## src/rtl/cpu6_core.sv

```systemverilog
// rtl/cpu6_core.sv - 6-bit accumulator CPU on the 8-bit I/O pin bundle (optional SUB via CPU6_SUB_EN)
module cpu6_core (
    input  logic [7:0] io_in,
    output logic [7:0] io_out
);

    typedef enum logic {
        FETCH = 1'b0,
        EXEC  = 1'b1
    } state_t;

    localparam logic [5:0] OP_ADD   = 6'd1;
    localparam logic [5:0] OP_SWAP  = 6'd2;
    localparam logic [5:0] OP_MOVCA = 6'd3;
    localparam logic [5:0] OP_MOVAC = 6'd4;
    localparam logic [5:0] OP_JMP   = 6'd5;
    localparam logic [5:0] OP_JZ    = 6'd6;
    localparam logic [5:0] OP_LI    = 6'd7;
    localparam logic [5:0] OP_SUB   = 6'd8;
    localparam logic [5:0] OP_OUT   = 6'd16;

    logic       clk;
    logic       rst_n;
    logic [5:0] mem_data;

    assign clk      = io_in[0];
    assign rst_n    = io_in[1];
    assign mem_data = io_in[7:2];

    state_t     micro_pc;
    logic [5:0] reg_a;
    logic [5:0] reg_b;
    logic [5:0] reg_c;
    logic [5:0] pc;
    logic [5:0] instr;
    logic       out_exec;

    // Output depends on state only, so the external memory never closes a loop.
    assign out_exec = (micro_pc == EXEC) && (instr == OP_OUT);
    assign io_out   = {out_exec, 1'b0, out_exec ? reg_a : pc};

    always_ff @(posedge clk or negedge rst_n) begin
        if (!rst_n) begin
            micro_pc <= FETCH;
            reg_a    <= 6'd0;
            reg_b    <= 6'd1;
            reg_c    <= 6'd0;
            pc       <= 6'd0;
            instr    <= 6'd0;
        end else begin
            case (micro_pc)
                FETCH: begin
                    instr    <= mem_data;
                    pc       <= pc + 6'd1;
                    micro_pc <= EXEC;
                end
                EXEC: begin
                    micro_pc <= FETCH;
                    case (instr)
                        OP_ADD:   reg_a <= reg_a + reg_b;
                        OP_SWAP: begin
                            reg_a <= reg_b;
                            reg_b <= reg_a;
                        end
                        OP_MOVCA: reg_a <= reg_c;
                        OP_MOVAC: reg_c <= reg_a;
                        OP_JMP:   pc    <= mem_data;
                        // pc already points at the operand word; skip it when not taken.
                        OP_JZ:    pc    <= (reg_a == 6'd0) ? mem_data : pc + 6'd1;
                        OP_LI: begin
                            reg_a <= mem_data;
                            pc    <= pc + 6'd1;
                        end
`ifdef CPU6_SUB_EN
                        OP_SUB:   reg_a <= reg_a - reg_b;
`endif
                        default: ;
                    endcase
                end
                default: micro_pc <= FETCH;
            endcase
        end
    end

endmodule

```

## config.mk

```make
export PLATFORM = sky130hd
export DESIGN_NAME = cpu6_core
export DESIGN_NICKNAME = d
export VERILOG_FILES = /design/src/rtl/cpu6_core.sv
export SDC_FILE = /design/constraint.sdc
export NUM_CORES = 1
export LEC_CHECK = 0
export ABC_AREA = 1
export CORE_MARGIN = 8
export CORE_UTILIZATION = 35
export CTS_BUF_LIST = sky130_fd_sc_hd__clkbuf_8 sky130_fd_sc_hd__clkbuf_16
export CTS_CLUSTER_SIZE = 30
export DETAILED_ROUTE_END_ITERATION = 6
export SETUP_SLACK_MARGIN = 0.2
export SLEW_MARGIN = 20
export SYNTH_ARGS = -nofsm -noshare
export SYNTH_HDL_FRONTEND = slang
export SYNTH_SLANG_ARGS = --single-unit
```

## constraint.sdc

```tcl
create_clock -name io_in -period 1.75 [get_ports io_in]
set_clock_uncertainty 0.2 [all_clocks]
set_input_delay 0.4375 -clock io_in [delete_from_list [all_inputs] [get_ports io_in]]
set_output_delay 0.4375 -clock io_in [all_outputs]
set_load 0.03 [all_outputs]
```

== Word-level counts from Yosys, hierarchy flattened ==
Index checks and enable logic that the tools add are counted.

* Add/sub/neg operators: 2
* Multiply operators: 0
* Div/mod/pow operators: 0
* Order comparisons: 0
* Equality and inequality tests: 9
* Shifts and indexed selects: 0
* Mux-type cells: 6
* Bitwise gates (word level): 1
* Reductions and logical operators: 6

{| class="wikitable"
|+ Operators by type and width
! kind !! count
|-
| 6-bit by 3-bit == test with 1-bit output (second input constant) || 4
|-
| 6-bit one-hot mux with 4 select lines || 1
|-
| 6-bit one-hot mux with 3 select lines || 1
|-
| 6-bit by 2-bit == test with 1-bit output (second input constant) || 2
|-
| 6-bit 2-to-1 mux || 2
|-
| 6-bit one-hot mux with 2 select lines || 1
|-
| 6-bit by 1-bit adder with 6-bit output (second input constant) || 1
|-
| 6-bit adder || 1
|-
| 6-bit by 1-bit == test with 1-bit output (second input constant) || 1
|-
| 6-bit by 5-bit == test with 1-bit output (second input constant) || 1
|-
| 6-bit zero test || 1
|-
| 2-bit AND reduction || 3
|-
| 4-bit by 1-bit != test with 1-bit output (second input constant) || 1
|-
| 4-bit nonzero test || 1
|-
| 1-bit one-hot mux with 2 select lines || 1
|-
| 1-bit logical AND || 1
|-
| 1-bit inverter || 1
|}

* Flip-flop bits (word level): 31
* Bits in latches: 0
* RAM bits: 0
* ROM bits: 0
* Input bits: 8
* Output and inout port bits: 8
* Logic and storage cells: 30
* Memories: 0

== Logic depth before layout (Yosys ltp) ==
* Word-level depth: 4
* Mapped depth: 10
* Gate-level depth less buffers: 10

== Worst setup path before layout ==
Ideal clock, no wire load.

* Path kind: flip-flop to output port
* From: register instr[0]
* To: output port io_out[0]
* Arrival time: 1.453 ns
* Data required time: 1.112 ns
* Setup slack: -0.341 ns
* Cell stages (with the launch flop): 7
* Cells stage by stage: dfrtp_1 -> nor2_1 -> inv_1 -> nor2_1 -> nand3_1 -> buf_2 -> o21ai_1

* Longest elaborated chain between the ends: 3

{| class="wikitable"
|+ RTL lines
! item !! line !! source
|-
| from (decl) || 35 || <nowiki>logic [5:0] instr;</nowiki>
|-
| from (signal assigned) || 53 || <nowiki>instr <= mem_data;</nowiki>
|-
| 6-bit by 5-bit == test with 1-bit output || 39 || <nowiki>assign out_exec = (micro_pc == EXEC) && (instr == OP_OUT);</nowiki>
|-
| 1-bit logical AND || 39 ||
|-
| 6-bit 2-to-1 mux || 40 || <nowiki>assign io_out = {out_exec, 1'b0, out_exec ? reg_a : pc};</nowiki>
|-
| to (decl) || 4 || <nowiki>output logic [7:0] io_out</nowiki>
|}

No other way between the ends.

== Worst setup path in the final report ==
* From: register instr[1]
* To: output port io_out[0]

Same word-level chain as after synthesis.

==> results.txt <==
The tools report the row count as 27. The timing-limited maximum frequency is 0.429 GHz, and the final estimated routing congestion in global placement is 0.828. VDD sags by at most 0.858 mV. The die covers 0.00845 mm2. The count of buffers inserted at the top-level ports is 7, and the power density normalized to cell area is 1340 mW/mm2.

For the final hold slack, the log shows -0.534 ns. The logs give 4.97 mW for the total power and 3960 um for the HPWL after detailed placement. The arrival time at the worst endpoint is 1.69 ns. The post-synthesis to final-layout area growth was 84.3%; the starting DRC count in detailed routing was 503.

The worst setup path category is reg2out. For the total number of vias, the log shows 2730. On the worst path, the slowest cell contributes a delay of 0.40 ns.

The critical path contains buffers and inverters numbering 3 combined. For the via count of the first global-routing pass, the log shows 3025. Subtracting the final worst setup slack from the clock period gives 2.33 ns. The logs give 0.364 for the initial cell density of the core and 0 for the residual antenna-violating net count after detailed routing. The largest area contributor in the netlist is sky130_fd_sc_hd__dfrtp_1. The floorplan core area was 0.00554 mm2.

Setup repair after global routing could not meet its margin everywhere. For this block, the routed nets add up to 9810 um of wire. The number of buffers inserted by hold repair at cts was 0; the maximum fanout along the worst path was 7.

The tools report the number of warning messages in the yosys log as 0. The synthesized flop and latch total is 31. The tools report the setup slack at placement as -0.184 ns. The critical path's top delay family was simple AND/OR/NAND/NOR gates.

The number of inserted diodes is 0, and the overall die width is 91.9 um. The share of post-route cells with drive strength above 1 was 0.504. The final reports fail on DRC, hold timing, setup timing. The number of nets in the synthesized netlist is 294. For the worst-skew pair, the clock arrives at the later sink with an insertion delay of 0.30 ns. The final setup slack of the worst path is -0.582 ns, and the average via count per standard cell is 6.03. The number of antenna violations at the first check in global routing is 0, and the clock transition at the registers of the reported paths is 0.07 ns.

After detailed routing, the average wire length per cell comes to 21.7 um. The flow ran to the end, but the final reports show violations. The cell count after synthesis came out at 279. The run gives 0 as the number of slew-limit violations in the final report.

Portion of the clock cycle consumed by the worst path in the final layout: 1.33. The maximum number of pins on one net before global-route repair came out at 18. Across the run, the number of max-cap violations was 0. The die is 91.9 um tall. The category of the worst setup path capture point is an output pin. The area fraction of the dominant cell type after synthesis works out to 0.372. The first global-routing pass estimated 15100 um of wire.

Total track usage: 0.222. In the synthesized netlist the dominant register cell turns out to be sky130_fd_sc_hd__dfrtp_1. Setup violations remaining at the end of the flow were counted as 79.

The final-report hold violation count was 34. The logs give 1.11 ns for the required time at the worst-slack endpoint and 390 for the net count of the finished layout. For the share of synthesized area occupied by flip-flops and latches, the log shows 0.385.

In this run, distinct cell masters in the synthesized netlist total 26. By area the synthesized netlist is led by sky130_fd_sc_hd__dfrtp_1, sky130_fd_sc_hd__nand2_1, sky130_fd_sc_hd__nand3_1, sky130_fd_sc_hd__inv_1, sky130_fd_sc_hd__nor2_1. Each instance of the synthesized netlist takes up on average 7.23 um2. Type of the worst min-delay path: clk2async. After synthesis the cells add up to 0.00202 mm2. The most common cell in the synthesized netlist is sky130_fd_sc_hd__nand2_1. The I/O pin total is 16. After detailed routing, the number of remaining DRC violations is 18.

TritonCTS built the clock tree. The commonest cells after synthesis are sky130_fd_sc_hd__nand2_1, sky130_fd_sc_hd__dfrtp_1, sky130_fd_sc_hd__inv_1, sky130_fd_sc_hd__nand3_1, sky130_fd_sc_hd__nor2_1. The signal on the critical path passes through nor2_2 > inv_2 > nor2_4 > nand3_4 > buf_12 > nand2_2 > o21ai_4 > buf_6.

Summed over all layers, the global routing overflow is 0. The worst register-to-register path has a setup slack of -0.57 ns. The async set-reset flop share out of synthesis is 1.00, and the cell leakage power is 1.58 nW.

The synthesized design contains 0 enable-type register cells. The sort of element at the start of the critical path was a register. The first detailed-routing pass ran for 7 iterations. The cell with the biggest individual delay on the critical path is sky130_fd_sc_hd__dfrtp_1.
-- timing repair --
action,in CTS,in global routing
hold endpoints to repair,0,0
pin swaps,24,22
cloned,4,0
resized for setup,69,49
buffers inserted,13,12
endpoints found under the setup margin,73,86
-- worst reg2reg max path, cell delays in order, from the launching register on --
cell	delay, ns
sky130_fd_sc_hd__dfrtp_1	0.41
sky130_fd_sc_hd__buf_6	0.12
sky130_fd_sc_hd__buf_6	0.10
sky130_fd_sc_hd__buf_6	0.11
sky130_fd_sc_hd__buf_6	0.11
sky130_fd_sc_hd__buf_8	0.11
sky130_fd_sc_hd__nor2_4	0.14
sky130_fd_sc_hd__nand4_1	0.27
sky130_fd_sc_hd__nand2_2	0.25
sky130_fd_sc_hd__inv_2	0.09
sky130_fd_sc_hd__nand2_2	0.08
sky130_fd_sc_hd__nand2_2	0.07
sky130_fd_sc_hd__nand2_2	0.07
sky130_fd_sc_hd__nand2_1	0.07
-- cell families after synthesis --
group           Yosys count  share of synthesized area
simple gates            163                      0.367
buf+inv                  41                     0.0868
compound gates           32                     0.0943
flops                    31                      0.385
fa+ha+maj                 7                     0.0471
xor+xnor                  4                     0.0174
other cells               1                    0.00186
-- worst paths after layout --
| path | startpoint | end | cells past startpoint |
|---|---|---|---|
| max in group asynchronous | io_in[1] | reg_b[0] | 2 |
| setup / recovery | instr[1] | io_out[0] | 8 |
| hold reg to reg | reg_c[4] | reg_c[4] | 2 |
| min in group io_in | io_in[7] | instr[5] | 4 |
| setup reg to reg | instr[0] | pc[3] | 13 |
| hold / removal | io_in[1] | reg_a[5] | 2 |
-- sequential cells by signal, indices dropped and copies added (netlist names) --
name / flops
reg_b: 6
micro_pc: 1
reg_a: 6
instr: 6
pc: 6
reg_c: 6
-- cell type report --
cell class / instances / area, um2
fill: 374 / 1820
multi-input combinational: 209 / 1460
tap: 72 / 90.1
clock buffer: 42 / 578
inverter: 30 / 130
timing repair buffer: 55 / 584
sequential: 31 / 777
clock inverter: 14 / 103
-- layout by cell type (no fill, tap or decap), types with 5 or more instances in the layout --
master	n
sky130_fd_sc_hd__nand4_1	10
sky130_fd_sc_hd__nand3_1	15
sky130_fd_sc_hd__nand2_4	13
sky130_fd_sc_hd__o21ai_4	6
sky130_fd_sc_hd__ha_1	5
sky130_fd_sc_hd__inv_1	30
sky130_fd_sc_hd__dfrtp_1	30
sky130_fd_sc_hd__clkbuf_8	42
sky130_fd_sc_hd__buf_4	25
sky130_fd_sc_hd__nand3_4	5
sky130_fd_sc_hd__buf_6	23
sky130_fd_sc_hd__inv_2	6
sky130_fd_sc_hd__nor2_2	6
sky130_fd_sc_hd__o21ai_1	7
sky130_fd_sc_hd__nor2_4	8
sky130_fd_sc_hd__o21ai_2	9
sky130_fd_sc_hd__nand2_1	62
sky130_fd_sc_hd__nand2_2	22
sky130_fd_sc_hd__nor2_1	12
sky130_fd_sc_hd__nand3_2	8
-- metal layers --
| layer | global-route usage | share of wire |
|---|---|---|
| met4 | 0.234 | 0.098 |
| met2 | 0.275 | 0.44 |
| met5 | 0.0238 | 0 |
| met3 | 0.171 | 0.13 |
| met1 | 0.220 | 0.33 |
-- per-stage QoR --
step                TNS (ns)  utilization  instances  instance area, um2
floorplan             -0.918            -        279                2110
global placement       -1.02        0.430        372                2380
detailed placement     -1.26        0.430        372                2380
CTS                    -6.06        0.618        441                3420
global route          -12.71        0.671        453                3720
finish                -11.38        0.671        453                3720
-- where the power goes --
group / switching (mW) / internal [mW] / leakage, nW
Combinational: 0.00285 / 0 / 0.733
Sequential: 0 / 0.758 / 0.435
Clock: 1.80 / 2.41 / 0.414
Note: power is estimated with default switching activity, not from simulation.
